`config.mk`:
```
export PLATFORM = sky130hd
export DESIGN_NAME = card_dealer
export DESIGN_NICKNAME = d
export VERILOG_FILES = /design/src/rtl/blackjack_pkg.sv /design/src/rtl/lfsr6.sv /design/src/rtl/card_dealer.sv
export SDC_FILE = /design/constraint.sdc
export NUM_CORES = 1
export LEC_CHECK = 0
export ABC_AREA = 1
export BUFFER_PORTS_ARGS = -buffer_cell sky130_fd_sc_hd__buf_4
export CAP_MARGIN = 30
export CORE_MARGIN = 2
export CORE_UTILIZATION = 27
export DETAILED_ROUTE_END_ITERATION = 7
export MAX_ROUTING_LAYER = met4
export SLEW_MARGIN = 40
export SYNTH_ARGS = -nofsm -noshare
export SYNTH_HDL_FRONTEND = slang
export SYNTH_HIERARCHICAL = 1
export SYNTH_SLANG_ARGS = --single-unit
```
`constraint.sdc`:
```
create_clock -name clk -period 3.7 [get_ports clk]
set_clock_uncertainty 0.05 [all_clocks]
set_input_delay 0.37 -clock clk [delete_from_list [all_inputs] [get_ports clk]]
set_output_delay 0.37 -clock clk [all_outputs]
set_load 0.01 [all_outputs]
```
`src/rtl/blackjack_pkg.sv`:
```
// blackjack_pkg: shared deck constants, card type and dealer states
// for the blackjack datapath.
package blackjack_pkg;

  localparam int DECK_SIZE = 52;
  localparam int BLACKJACK = 21;
  localparam logic [3:0] ACE_RANK = 4'd0;

  typedef struct packed {
    logic [3:0] rank;
    logic [1:0] suit;
  } card_t;

  typedef enum logic [1:0] {
    S_IDLE,
    S_DRAW,
    S_UPDATE,
    S_READY
  } deal_state_e;

  function automatic logic [3:0] card_value(
    input logic [3:0] rank
  );
    logic [3:0] v;
    v = 4'd10;
    unique case (1'b1)
      (rank == ACE_RANK): v = 4'd11;
      (rank >= 4'd1 && rank <= 4'd9):
        v = rank + 4'd1;
      (rank >= 4'd10): v = 4'd10;
    endcase
    return v;
  endfunction

endpackage

```
`src/rtl/lfsr6.sv`:
```
// lfsr6: free-running 6-bit Fibonacci LFSR,
// x^6+x^5+1, period 63.
module lfsr6 #(
  parameter logic [5:0] SEED = 6'h2B
) (
  input  logic       clk,
  input  logic       rst,
  output logic [5:0] q
);

  logic [5:0] q_q, q_d;

  always_comb q_d = {q_q[4:0], q_q[5] ^ q_q[4]};

  always_ff @(posedge clk) begin
    if (rst) q_q <= SEED;
    else     q_q <= q_d;
  end

  assign q = q_q;

endmodule

```
`src/rtl/card_dealer.sv`:
```
// card_dealer: arbitrates player/dealer card requests onto one deck
// and keeps both blackjack hand totals with soft-ace handling.
module card_dealer
  import blackjack_pkg::*;
#(
  parameter logic [5:0] SEED         = 6'h2B,
  parameter int         DEALER_STAND = 17
) (
  input  logic       clk,
  input  logic       rst,
  input  logic       deal_player,
  input  logic       deal_dealer,
  input  logic       clear_sums,
  output logic       card_ready,
  output logic [3:0] card_rank,
  output logic [1:0] card_suit,
  output logic       card_to_dealer,
  output logic [5:0] player_sum,
  output logic [5:0] dealer_sum,
  output logic       player_bust,
  output logic       dealer_bust,
  output logic       dealer_auto_hit,
  output logic [5:0] cards_left,
  output logic       reshuffled
);

  localparam logic [5:0] DECK  = 6'(DECK_SIZE);
  localparam logic [6:0] BJ    = 7'(BLACKJACK);
  localparam logic [5:0] STAND = 6'(DEALER_STAND);

  deal_state_e          state_q, state_d;
  logic                 grant_dlr_q, grant_dlr_d;
  logic [DECK_SIZE-1:0] used_q, used_d;
  logic [5:0]           left_q, left_d;
  card_t                card_q, card_d;
  logic                 to_dlr_q, to_dlr_d;
  logic [5:0]           psum_q, psum_d;
  logic [5:0]           dsum_q, dsum_d;
  logic [2:0]           pace_q, pace_d;
  logic [2:0]           dace_q, dace_d;
  logic                 ready_q, ready_d;
  logic                 reshuf_q, reshuf_d;

  logic [5:0] lfsr;
  logic [5:0] idx;
  logic       hit;
  logic       req_g;
  logic [6:0] raw;
  logic [2:0] aces;
  logic [5:0] new_sum;

  lfsr6 #(.SEED(SEED)) u_lfsr (
    .clk (clk),
    .rst (rst),
    .q   (lfsr)
  );

  assign idx   = lfsr - 6'd1;
  assign hit   = (idx < DECK) && !used_q[idx];
  assign req_g = grant_dlr_q ? deal_dealer : deal_player;

  // one soft ace is demoted at most once per card
  always_comb begin
    raw  = {1'b0, grant_dlr_q ? dsum_q : psum_q}
         + {3'b0, card_value(card_q.rank)};
    aces = grant_dlr_q ? dace_q : pace_q;
    if (card_q.rank == ACE_RANK) aces = aces + 3'd1;
    if (raw > BJ && aces != 3'd0) begin
      raw  = raw - 7'd10;
      aces = aces - 3'd1;
    end
    new_sum = (raw > 7'd63) ? 6'd63 : raw[5:0];
  end

  always_comb begin
    state_d     = state_q;
    grant_dlr_d = grant_dlr_q;
    used_d      = used_q;
    left_d      = left_q;
    card_d      = card_q;
    to_dlr_d    = to_dlr_q;
    psum_d      = psum_q;
    dsum_d      = dsum_q;
    pace_d      = pace_q;
    dace_d      = dace_q;
    ready_d     = ready_q;
    reshuf_d    = 1'b0;

    unique case (state_q)
      S_IDLE: begin
        ready_d = 1'b0;
        if (deal_player || deal_dealer) begin
          grant_dlr_d = !deal_player;
          state_d     = S_DRAW;
          if (left_q == 6'd0) begin
            used_d   = '0;
            left_d   = DECK;
            reshuf_d = 1'b1;
          end
        end
      end
      S_DRAW: begin
        if (hit) begin
          used_d[idx] = 1'b1;
          left_d      = left_q - 6'd1;
          card_d      = '{rank: idx[5:2],
                          suit: idx[1:0]};
          to_dlr_d    = grant_dlr_q;
          state_d     = S_UPDATE;
        end
      end
      S_UPDATE: begin
        if (grant_dlr_q) begin
          dsum_d = new_sum;
          dace_d = aces;
        end else begin
          psum_d = new_sum;
          pace_d = aces;
        end
        ready_d = 1'b1;
        state_d = S_READY;
      end
      S_READY: begin
        if (!req_g) begin
          ready_d = 1'b0;
          state_d = S_IDLE;
        end
      end
    endcase

    if (clear_sums) begin
      psum_d  = '0;
      dsum_d  = '0;
      pace_d  = '0;
      dace_d  = '0;
      used_d  = '0;
      left_d  = DECK;
      ready_d = 1'b0;
      state_d = S_IDLE;
    end
  end

  always_ff @(posedge clk) begin
    if (rst) begin
      state_q     <= S_IDLE;
      grant_dlr_q <= 1'b0;
      used_q      <= '0;
      left_q      <= DECK;
      card_q      <= '0;
      to_dlr_q    <= 1'b0;
      psum_q      <= '0;
      dsum_q      <= '0;
      pace_q      <= '0;
      dace_q      <= '0;
      ready_q     <= 1'b0;
      reshuf_q    <= 1'b0;
    end else begin
      state_q     <= state_d;
      grant_dlr_q <= grant_dlr_d;
      used_q      <= used_d;
      left_q      <= left_d;
      card_q      <= card_d;
      to_dlr_q    <= to_dlr_d;
      psum_q      <= psum_d;
      dsum_q      <= dsum_d;
      pace_q      <= pace_d;
      dace_q      <= dace_d;
      ready_q     <= ready_d;
      reshuf_q    <= reshuf_d;
    end
  end

  assign card_ready      = ready_q;
  assign card_rank       = card_q.rank;
  assign card_suit       = card_q.suit;
  assign card_to_dealer  = to_dlr_q;
  assign player_sum      = psum_q;
  assign dealer_sum      = dsum_q;
  assign player_bust     = {1'b0, psum_q} > BJ;
  assign dealer_bust     = {1'b0, dsum_q} > BJ;
  assign dealer_auto_hit = dsum_q < STAND;
  assign cards_left      = left_q;
  assign reshuffled      = reshuf_q;

endmodule

```
# [Yosys cells after proc, flatten, opt, wreduce, memory -nomap -nowiden]
# Index checks and enable logic that the tools add are counted.
# Widths: inputs -> output; s select.
[classes] bitwise_logic=5 reduce_logical=22 muxes=27 n_lt_le_gt_ge=11 add_sub_neg=7 eq_ne=7
[op_table] operator="$mux 52" count=3
[op_table] operator="$pmux 52 s2" count=1
[op_table] operator="$or 52x52->52" count=1
[op_table] operator="$mux 6" count=5
[op_table] operator="$gt 6x5->1 const B" count=2
[op_table] operator="$pmux 4 s3" count=1
[op_table] operator="$pmux 6 s2" count=1
[op_table] operator="$sub 6x1->6 const B" count=2
[op_table] operator="$reduce_and 2->1" count=5
[op_table] operator="$mux 3" count=3
[op_table] operator="$ne 2x2->1 const B" count=4
[op_table] operator="$pmux 2 s4" count=1
[op_table] operator="$add 6x4->7" count=1
[op_table] operator="$gt 7x5->1 const B" count=1
[op_table] operator="$gt 7x6->1 const B" count=1
[op_table] operator="$lt 6x7->1 const B" count=1
[op_table] operator="$mux 7" count=1
[op_table] operator="$sub 7x4->7 const B" count=1
[op_table] operator="$bmux 1 s6" count=1
[op_table] operator="$demux 1 s6" count=1
[op_table] operator="$ge 6x1->1 const B" count=1
[op_table] operator="$logic_not 6->1" count=1
[op_table] operator="$lt 6x5->1 const B" count=1
[op_table] operator="$lt 6x6->1 const B" count=1
[op_table] operator="other kinds (24)" count=38
[totals] wordCells=93 reg_bits=94 in_bits=5

# [Longest topological paths before layout]
# Gate-level depths: netlist (run 1).
[depth] depth_word=9 mapped_depth=27 depth_no_buf=27

# [Hierarchy]
# The synthesis (run 1) kept the hierarchy.
[by_module_without_submodules] mod="card_dealer" cells_each=968 n_inst=1 seq_area_each_um2=1761.7 area_each_um2=5905.7
[by_module_without_submodules] mod="lfsr6" cells_each=24 n_inst=1 seq_area_each_um2=120.1 area_each_um2=212.7

# [Worst setup path before layout (run 1)]
# No wires, ideal clock.
[synth_timing] kind="register -> register" startpoint="register card_q (netlist bit card_rank[0])" endpoint="register dace_q[1]" t_required_ps=3541 path_slack_ps=237 stages_incl_launch_ff=26 setup_time_ps=109 path_buffers=0 arrival_ps=3304 cell_sequence="dfxtp_1 > inv_1 > ha_1 > nand2_1 > nand2_1 > nand2_1 > inv_1 > nand2_1 > o21ai_0 > ha_1 > fa_1 > inv_1 > nand2_1 > nand2_1 > inv_1 > ha_1 > a21o_1 > o21ai_0 > nand2_1 > nand2_1 > nand2_1 > nand2_1 > or2_2 > nand3_1 > nand2_1 > inv_1"
[synth_between] elab_chain_len=7 word_cells_on_any_way=14 classes_between="3 x add/sub; 4 x order compare; 3 x mux; 4 x reduce/logical"
[synth_lines] element="start: declaration" line_no="card_dealer.sv:35" text="card_t card_q, card_d;"
[synth_lines] element="start signal: assignment" line_no="card_dealer.sv:162" text="card_q <= card_d;"
[synth_lines] element="$ge 4x1->1 / $le 4x4->1 (equally long branches)" line_no="blackjack_pkg.sv:28" text="(rank >= 4'd1 && rank <= 4'd9):"
[synth_lines] element="$logic_and 1x1->1" line_no="blackjack_pkg.sv:28"
[synth_lines] element="$pmux 4 s3" line_no="blackjack_pkg.sv:26" text="unique case (1'b1)"
[synth_lines] element="$add 6x4->7" line_no="card_dealer.sv:65" text="+ {3'b0, card_value(card_q.rank)};"
[synth_lines] element="$gt 7x5->1" line_no="card_dealer.sv:68" text="if (raw > BJ && aces != 3'd0) begin"
[synth_lines] element="$logic_and 1x1->1" line_no="card_dealer.sv:68"
[synth_lines] element="$mux 3 (*)" line_no="card_dealer.sv:68"
[synth_lines] element="end signal: assignment" line_no="card_dealer.sv:154" text="dace_q <= '0;"
[synth_lines] element="end signal: assignment" line_no="card_dealer.sv:167" text="dace_q <= dace_d;"
[synth_lines] element="end: declaration" line_no="card_dealer.sv:40" text="logic [2:0] dace_q, dace_d;"
# Every way passes the cells marked *; elsewhere a longest branch is shown, timed or not.
# A chain may end at the register's enable or synchronous reset.

# [Final worst setup path (run 1)]
[layout_timing] startpoint="register card_q (netlist bit card_rank[1])" endpoint="register dace_q[0]"
# The elaborated chain is that of the path after synthesis.

==> impl_metrics.tcl, run 1 <==
set metrics [dict create \
    status "completed" \
    ys_types 34 \
    crit_cells 23 \
    post_drt_via_cell_ratio 4.78 \
    cp_num_buf_inv 5 \
    worstPathCellList "inv_1 > ha_2 > nand2_1 > nand2_1 > nand2_1 > nand2_1 > inv_1 > nand2_1 > o21ai_0 > ha_2 > fa_2 > inv_1 > ha_1 > a21o_1 > o21ai_0 > nand2_1 > nand2_1 > nand2_1 > buf_4 > nand3_1 > nand3_1 > o211ai_1 > inv_1" \
    synth_top_family_by_area "simple AND/OR/NAND/NOR gates" \
    yosysMostFrequentCell "nand2_1" \
    total_power_mw 2.51 \
    synthXorXnorAreaFrac 0.0172 \
    io_pins 35 \
    critPathKind "reg -> reg" \
    clk_latency_ns 0.35 \
    synth_area_per_cell_um2 6.17 \
    synth_top_area_share 0.308 \
    synth_mux_area_frac 0 \
    routed-via-count 6126 \
    crit_fanout 7 \
    cpPeakStageDelay_ns 0.58 \
    holdPathEnd "u_lfsr/q[4]" \
    p_int_mw 1.71 \
    gr-total-overflow 0 \
    synth_common_cells "nand2_1, inv_1, a21oi_1" \
    antenna_found_initial 0 \
    drt.antenna.violating_nets 0 \
    peakVddDrop_v 0.000178 \
    die_w_um 155 \
    synth_cells 992 \
    slew_viol_final 0 \
    nets 1020 \
    max_cap_viol_count 0 \
    finalSetupTns_ns 0 \
    cts_buffers 9 \
    comb_power_share 0.216 \
    clk_pin_slew_ns 0.07 \
    cts-root-buf "clkbuf_16" \
    worst_slew_pin_slew_ns 0.755 \
    async_flop_share 0 \
    dr.first_iter.drc_count 401 \
    dp.cells 1267 \
    required_ns 3.89 \
    path_common_cell "nand2_1" \
    dieArea_um2 23900 \
    core_um2 22400 \
    drcViolationCount 0 \
    routed_wl_um 16900 \
    syn_area_um2 6120 \
    ys_warn_count 6 \
    post-cts-setup-buffers 0 \
    cts_num_sinks 94 \
    cts_tree "done" \
    multi_input_area_um2 3470 \
    ys_top_cells_by_area "dfxtp_1, nand2_1, a21oi_1" \
    r2r_cells 23 \
    clk_path_buf_depth 2 \
    die_h_um 155 \
    ff_latch_area_um2 1890 \
    finalCoreUtilization 0.307 \
    p_sw_frac 0.318 \
    h-tree-depth 3 \
    grt_pass1_wl_um 28200 \
    setup_viol 0 \
    crit_path_top_delay_cell "fa_2" \
    rr_endpoint "dace_q[0]" \
    grt_util_all_layers 0.147 \
    syn_nets 1019 \
    place_congestion 0.813 \
    synthAdderAreaFrac 0.0462 \
    crit_path_end_kind "register" \
    hold_buffers 0 \
    synth-seq-cells 94 \
    final_layout_size_suffix_gt1_frac 0.0843 \
    nFillCells 2510 \
    yosysSeqAreaShare 0.308 \
    yosys.area_share.simple 0.347 \
    slew_headroom 0.495 \
    rsz0062_at_grt "no" \
    period_minus_slack_ns 3.36 \
    crit_path_start_kind "register" \
    synth-edff-count 0 \
    whs_path_depth 2 \
    wl_per_cell_um 13.2 \
    cp_top_family "adder cells" \
    synth_compound_area_frac 0.152 \
    clock.fmax_mhz 298 \
    place_hpwl_um 10800 \
    r2r-start "card_rank[1]" \
    hold_viol_final 0 \
    yosysTopAreaCell "dfxtp_1" \
    grt_max_degree 62 \
    numPortBuffers 34 \
    initial_core_util 0.273 \
    first_global_vias 5572 \
    n_antenna_cell 0 \
    pwr-share-clk 0.365 \
    cellPowerDensity_nw_per_um2 364 \
    fin_cells 1281 \
    cellLeakagePower_nw 2.76 \
    firstDrtPassIters 5 \
    synth_top_flop_cell "dfxtp_1" \
    power.switching_mw 0.797 \
    rows 55 \
    holdCritPathClass "in -> reg" \
    hold_path.startpoint "rst" \
    r2r_slack_ns 0.34 \
    sequentialPowerShare 0.419 \
    worstPathArrival_ns 3.55 \
    finalCritPeriodShare 0.908 \
    syn2layout_area_growth_pct 12.6 \
]
## sequential cells by signal, indices dropped and copies added, names as in the netlist, 2 cells and up
name        flops
cards_left      6
player_sum      6
card_suit       2
used_q         52
dealer_sum      6
pace_q          3
u_lfsr/q        6
state_q         2
dace_q          3
card_rank       4
## kinds of logic (layout without fill, tap and decap cells)
kind of cell               count (synthesis)  after routing
DFF                                       94             94
buffers and inverters                    197            201
xor gates and xnor gates                   9              9
AOI/OAI and AO/OA                        180            180
adders and majority gates                 22             22
and+or+nand+nor                          490            490
## worst max path at each step
stage	start	end	slack, ns
6_report	card_rank[1]	dace_q[0]	0.34
2_1_floorplan	card_rank[0]	dace_q[1]	0.24
4_1_cts	card_rank[1]	dace_q[1]	0.06
3_3_place_gp	card_rank[1]	dace_q[1]	0.17
3_5_place_dp	card_rank[1]	dace_q[1]	0.08
5_1_grt	card_rank[1]	dace_q[0]	0.008
## layout by cell type (no fill, tap or decap), types with 2 or more instances in the layout
cell type	n
ha_2	2
clkinv_1	2
o21ai_0	45
nand2_1	303
or2_1	2
nand3_1	56
nand4_1	63
inv_2	2
or2_2	8
nor3_1	5
buf_4	48
ha_1	19
o211ai_1	3
nand3b_1	3
xor2_1	5
o21ai_4	2
clkbuf_1	3
nand2_2	3
nand2_4	2
dfxtp_1	93
clkbuf_16	9
xnor2_1	2
a21oi_1	127
inv_1	134
nor2_1	43
## per-layer routing
metal  up-vias  wire length (µm)  global-route usage
li1       3188                 -                   -
met1      2798              8070               0.190
met2       126              7800               0.240
met3        14               864              0.0294
met4         0               146              0.0282
met5         -                 0                   -
## layout make-up
| cell class | count | share of cell area |
|---|---|---|
| repair buffers | 49 | 0.0552 |
| flip-flops and latches | 94 | 0.274 |
| clock inverters | 2 | 0.00509 |
| clock buffers | 12 | 0.0343 |
| well taps | 285 | 0.0518 |
| inverters | 138 | 0.0752 |
| multi-input cells | 701 | 0.505 |
## power groups by stage
stage | Sequential [mW] | Combinational [mW] | Clock, mW
4_1_cts | 1.05 | 0.539 | 0.946
2_1_floorplan | 1.07 | 0.386 | 0
5_1_grt | 1.05 | 0.620 | 0.975
6_report | 1.05 | 0.542 | 0.914
3_3_place_gp | 1.07 | 0.537 | 0
3_5_place_dp | 1.07 | 0.536 | 0
## through the flow
| stage | setup WS, ns | hold WS [ns] | cell area (µm²) |
|---|---|---|---|
| floorplan | 0.237 | 0.353 | 6120 |
| global placement | 0.172 | 0.382 | 6590 |
| detailed placement | 0.0761 | 0.394 | 6590 |
| CTS | 0.0590 | 0.222 | 6860 |
| global route | 0.00755 | 0.236 | 6890 |
| finish | 0.339 | 0.213 | 6890 |
## repair_timing
item                                    in CTS  in global routing
endpoints found under the setup margin       0                 18
hold endpoints to repair                     0                  0
gates resized for setup                      0                  9
(Power assumes the default switching activity.)
==> run 2: changes to the inputs <==
--- a/config.mk
+++ b/config.mk
@@ -6,10 +6,12 @@
 export NUM_CORES = 1
 export LEC_CHECK = 0
 export ABC_AREA = 1
-export BUFFER_PORTS_ARGS = -buffer_cell sky130_fd_sc_hd__buf_4
+export ABC_CLOCK_PERIOD_IN_PS = 3700
+export BUFFER_PORTS_ARGS = -buffer_cell sky130_fd_sc_hd__buf_2
 export CAP_MARGIN = 30
 export CORE_MARGIN = 2
 export CORE_UTILIZATION = 27
+export CTS_CLUSTER_DIAMETER = 100
 export DETAILED_ROUTE_END_ITERATION = 7
 export MAX_ROUTING_LAYER = met4
 export SLEW_MARGIN = 40
==> impl_metrics.tcl, run 2 (same netlist as run 1, synthesis figures left out) <==
set metrics [dict create \
    critPathKind "reg -> reg" \
    power.switching_mw 0.809 \
    whs_ns 0.269 \
    slew_headroom 0.428 \
    grt_pass1_wl_um 28200 \
    rr_endpoint "dace_q[1]" \
    p_int_mw 1.73 \
    die_h_um 155 \
    top_register "used_q" \
    hold_path.startpoint "deal_player" \
    r2r_slack_ns 0.36 \
    cts-root-buf "clkbuf_16" \
    nFillCells 2520 \
    total_power_mw 2.54 \
    initial_core_util 0.273 \
    r2r-start "card_rank[1]" \
    dieArea_um2 23900 \
    clk_path_buf_depth 2 \
    hold_viol_final 0 \
    holdPathEnd "grant_dlr_q" \
    cts_num_sinks 94 \
    multi_input_area_um2 3490 \
    numPortBuffers 34 \
    drcViolationCount 0 \
    status "completed" \
    place_ws_ns 0.0273 \
    peakVddDrop_v 0.000206 \
    post_drt_via_cell_ratio 4.77 \
    finalCritPeriodShare 0.902 \
    period_minus_slack_ns 3.34 \
    firstDrtPassIters 4 \
    dp.cells 1268 \
    pwr-share-clk 0.369 \
    slew_viol_final 0 \
    holdCritPathClass "in -> reg" \
    crit_fanout 8 \
    first_global_vias 5563 \
    crit_path_start_kind "register" \
    setup_viol 0 \
    sequentialPowerShare 0.414 \
    r2r_cells 24 \
    final_layout_size_suffix_gt1_frac 0.0929 \
    place_congestion 0.870 \
    dr.first_iter.drc_count 447 \
    gr-total-overflow 0 \
    clk_pin_slew_ns 0.07 \
    n_antenna_cell 0 \
    rsz0062_at_grt "no" \
    clock.fmax_mhz 300 \
    worstPathArrival_ns 3.54 \
    routed_wl_um 16900 \
    hold_buffers 0 \
    syn2layout_area_growth_pct 12.2 \
    clk_latency_ns 0.35 \
    crit_path_top_delay_cell "fa_2" \
    routed-via-count 6140 \
    nets 1024 \
    finalSetupTns_ns 0 \
    h-tree-depth 3 \
    layout_common_cells "nand2_1, inv_1, a21oi_1" \
    drt.antenna.violating_nets 0 \
    antenna_found_initial 0 \
    rows 55 \
    fin_ws_ns 0.363 \
    final_common_cell "nand2_1" \
    required_ns 3.90 \
    largest_reg_flops 52 \
    max_cap_viol_count 0 \
    cellPowerDensity_nw_per_um2 370 \
    p_sw_frac 0.318 \
    core_um2 22400 \
    crit_path_end_kind "register" \
    whs_path_depth 4 \
    fin_cells 1286 \
    cts_buffers 9 \
    grt_max_degree 62 \
    die_w_um 155 \
    cellLeakagePower_nw 2.78 \
    wl_per_cell_um 13.1 \
    io_pins 35 \
    place_hpwl_um 10800 \
    grt_util_all_layers 0.146 \
    ff_latch_area_um2 1880 \
    path_common_cell "nand2_1" \
    cts_tree "done" \
    worst_slew_pin_slew_ns 0.857 \
    comb_power_share 0.217 \
    cpPeakStageDelay_ns 0.58 \
    worstPathCellList "inv_1 > ha_2 > nand2_1 > nand2_1 > nand2_1 > nand2_1 > inv_1 > nand2_1 > o21ai_1 > ha_2 > fa_2 > inv_1 > ha_1 > a21o_1 > o21ai_1 > nand2_1 > nand2_1 > nand2_4 > nand2_4 > buf_4 > or2_2 > nand3_1 > nand2_1 > inv_1" \
]
-- run 2: cell types whose count changed in the layout (fill, tap and decap cells not counted), moves of 2 or more --
| cell | delta |
|---|---|
| buf_2 | +34 |
| buf_4 | -30 |
| clkbuf_1 | -2 |
| o21ai_0 | -2 |
| o21ai_1 | +2 |
-- run 2: worst max-delay path by stage --
stage                 startpoint             to  slack (ns)  depth (start not counted)
floorplan           card_rank[0]      dace_q[1]        0.24                         25
global placement    card_rank[1]      dace_q[2]        0.13                         25
finish              card_rank[1]      dace_q[1]        0.36                         24
detailed placement  card_rank[1]  player_sum[5]        0.03                         26
global route         u_lfsr/q[1]     state_q[1]       0.008                         15
CTS                 card_rank[1]  player_sum[1]       0.003                         26
-- run 2: per-stage QoR --
stage / instance area (µm²) / util
2_1_floorplan: 6120 / -
3_3_place_gp: 6510 / 0.290
3_5_place_dp: 6520 / 0.290
4_1_cts: 6810 / 0.303
5_1_grt: 6860 / 0.306
6_report: 6860 / 0.306
-- run 2: what timing repair did --
item                                    4_1_cts  5_1_grt
buffers inserted                              0        3
gates resized for setup                       0       15
endpoints found under the setup margin        0       18
-- run 2: cell type report --
cell class              count  area share
inverters                 138      0.0758
multi-input cells         701       0.508
well taps                 285      0.0520
repair buffers             53      0.0474
flip-flops and latches     94       0.274
clock inverters             4     0.00693
clock buffers              11      0.0354
-- run 2: power by group through the flow --
stage          clock network [mW]  registers, mW  logic, mW
2_1_floorplan                   0           1.07      0.386
3_3_place_gp                    0           1.07      0.526
3_5_place_dp                    0           1.07      0.524
4_1_cts                     0.969           1.05      0.528
5_1_grt                      1.01           1.06      0.623
6_report                    0.938           1.05      0.553
-- run 2: metal layers --
layer / track usage / up-vias / wire length [µm]
met5: - / - / 0
met4: 0.0335 / 0 / 184
met3: 0.0280 / 17 / 700
met2: 0.230 / 119 / 7730
met1: 0.194 / 2800 / 8280
li1: - / 3204 / -
-- run 2: worst max-delay path: cells and delay by family, from the launching register on --
kind                     cells  cell delay [ns]
AO/OA/AOI/OAI                3             0.36
adder cells (fa/ha/maj)      4             1.15
buffers and inverters        5             0.40
flip-flops                   1             0.34
AND/OR/NAND/NOR             12             0.91
==> run 3: changes to the inputs <==
--- a/config.mk
+++ b/config.mk
@@ -13,8 +13,8 @@
 export CORE_UTILIZATION = 27
 export CTS_CLUSTER_DIAMETER = 100
 export DETAILED_ROUTE_END_ITERATION = 7
+export GPL_TIMING_DRIVEN = 0
 export MAX_ROUTING_LAYER = met4
-export SLEW_MARGIN = 40
 export SYNTH_ARGS = -nofsm -noshare
 export SYNTH_HDL_FRONTEND = slang
 export SYNTH_HIERARCHICAL = 1
==> impl_metrics.tcl, run 3 (same netlist as run 1, synthesis figures left out) <==
set metrics [dict create \
    status "completed" \
    cts_num_sinks 94 \
    cp_num_buf_inv 5 \
    worstPathArrival_ns 3.68 \
    first_global_vias 5896 \
    grt_max_degree 15 \
    max_cap_viol_count 0 \
    drcViolationCount 0 \
    clock.fmax_mhz 290 \
    dieArea_um2 23900 \
    cellLeakagePower_nw 2.86 \
    whs_ns 0.272 \
    die_h_um 155 \
    post_drt_via_cell_ratio 4.90 \
    hold_buffers 0 \
    cp_top_family "simple AND/OR/NAND/NOR gates" \
    required_ns 3.93 \
    period_minus_slack_ns 3.45 \
    place_ws_ns -0.346 \
    ff_latch_area_um2 1890 \
    final_layout_size_suffix_gt1_frac 0.105 \
    syn2layout_area_growth_pct 15.4 \
    multi_input_area_um2 3500 \
    cellPowerDensity_nw_per_um2 371 \
    peakVddDrop_v 0.000236 \
    rows 55 \
    numPortBuffers 34 \
    firstDrtPassIters 6 \
    worstPathCellList "buf_4 > buf_4 > inv_2 > buf_2 > ha_1 > or2_2 > nand2_1 > clkbuf_1 > nand2_1 > nor2_1 > nand2_1 > a21oi_1 > nand4_1 > a21oi_1" \
    hold_viol_final 0 \
    cts_buffers 9 \
    cpPeakStageDelay_ns 0.69 \
    total_power_mw 2.62 \
    holdCritPathClass "in -> reg" \
    slew_headroom 0.422 \
    layout_common_cells "nand2_1, inv_1, a21oi_1" \
    initial_core_util 0.273 \
    nets 1068 \
    fin_cells 1331 \
    critPathKind "reg -> reg" \
    setup_viol 0 \
    antenna_found_initial 0 \
    largest_reg_flops 52 \
    finalCritPeriodShare 0.933 \
    place_hpwl_um 12800 \
    clk_pin_slew_ns 0.07 \
    cts_tree "done" \
    nFillCells 2505 \
    h-tree-depth 3 \
    die_w_um 155 \
    top_register "used_q" \
    grt_pass1_wl_um 30100 \
    gr-total-overflow 0 \
    routed_wl_um 18600 \
    fin_ws_ns 0.247 \
    routed-via-count 6526 \
    core_um2 22400 \
    finalSetupTns_ns 0 \
    placed_area_um2 6650 \
    final_area_um2 7060 \
    dp.cells 1311 \
    worst_slew_pin_slew_ns 0.865 \
    crit_path_end_kind "register" \
    clk_latency_ns 0.36 \
    io_pins 35 \
    finalCoreUtilization 0.315 \
    path_common_cell "nand2_1" \
    n_antenna_cell 0 \
    slew_viol_final 0 \
    place_congestion 0.876 \
    crit_path_start_kind "register" \
    wl_per_cell_um 13.9 \
    grt_util_all_layers 0.159 \
    final_common_cell "nand2_1" \
    crit_fanout 10 \
    clk_path_buf_depth 2 \
    cts-root-buf "clkbuf_16" \
    drt.antenna.violating_nets 0 \
    crit_path_top_delay_cell "nor2_1" \
    dr.first_iter.drc_count 618 \
]
[run 3: what timing repair did]
action | CTS | global route
hold endpoints to repair | 0 | 0
setup endpoints to repair | 18 | 78
gates resized for setup | 8 | 25
buffers inserted | 0 | 5
pin swaps | 0 | 4
[run 3: area by class of cell]
type                       count  share of cell area
tap                          285              0.0505
multi-input combinational    701               0.496
buffer                        58              0.0401
inverter                     138              0.0734
clock inverter                 4             0.00638
clock buffer                  12              0.0363
timing repair buffer          39              0.0294
sequential                    94               0.268
[run 3: where the power goes]
part | switching, mW | internal (mW) | leakage (nW) | total, mW
clock | 0.413 | 0.558 | 0.152 | 0.971
sequential | 0.0193 | 1.03 | 0.762 | 1.05
combinational | 0.422 | 0.175 | 1.95 | 0.596
[run 3: metal layers]
| layer | routed length, µm | global-route usage | up-vias |
|---|---|---|---|
| met5 | 0 | - | - |
| met2 | 8200 | 0.248 | 217 |
| met1 | 8620 | 0.211 | 2970 |
| met4 | 488 | 0.0494 | 0 |
| li1 | - | - | 3298 |
| met3 | 1240 | 0.0283 | 41 |
[run 3: worst register-to-register path, cell delays in order (launching register included)]
cell and delay, ns:
dfxtp_1 0.32, buf_4 0.10, buf_4 0.18, inv_2 0.05, buf_2 0.20, ha_1 0.25, or2_2 0.27, nand2_1 0.07
clkbuf_1 0.45, nand2_1 0.14, nor2_1 0.69, nand2_1 0.14, a21oi_1 0.17, nand4_1 0.11, a21oi_1 0.19
[run 3: final timing paths]
check / startpoint / end / slack, ns / depth (start not counted)
min: rst / u_lfsr/q[2] / 0.27 / 2
max: u_lfsr/q[0] / used_q[48] / 0.25 / 14
max reg2reg: u_lfsr/q[0] / used_q[48] / 0.25 / 14
min reg2reg: u_lfsr/q[3] / u_lfsr/q[4] / 0.38 / 2
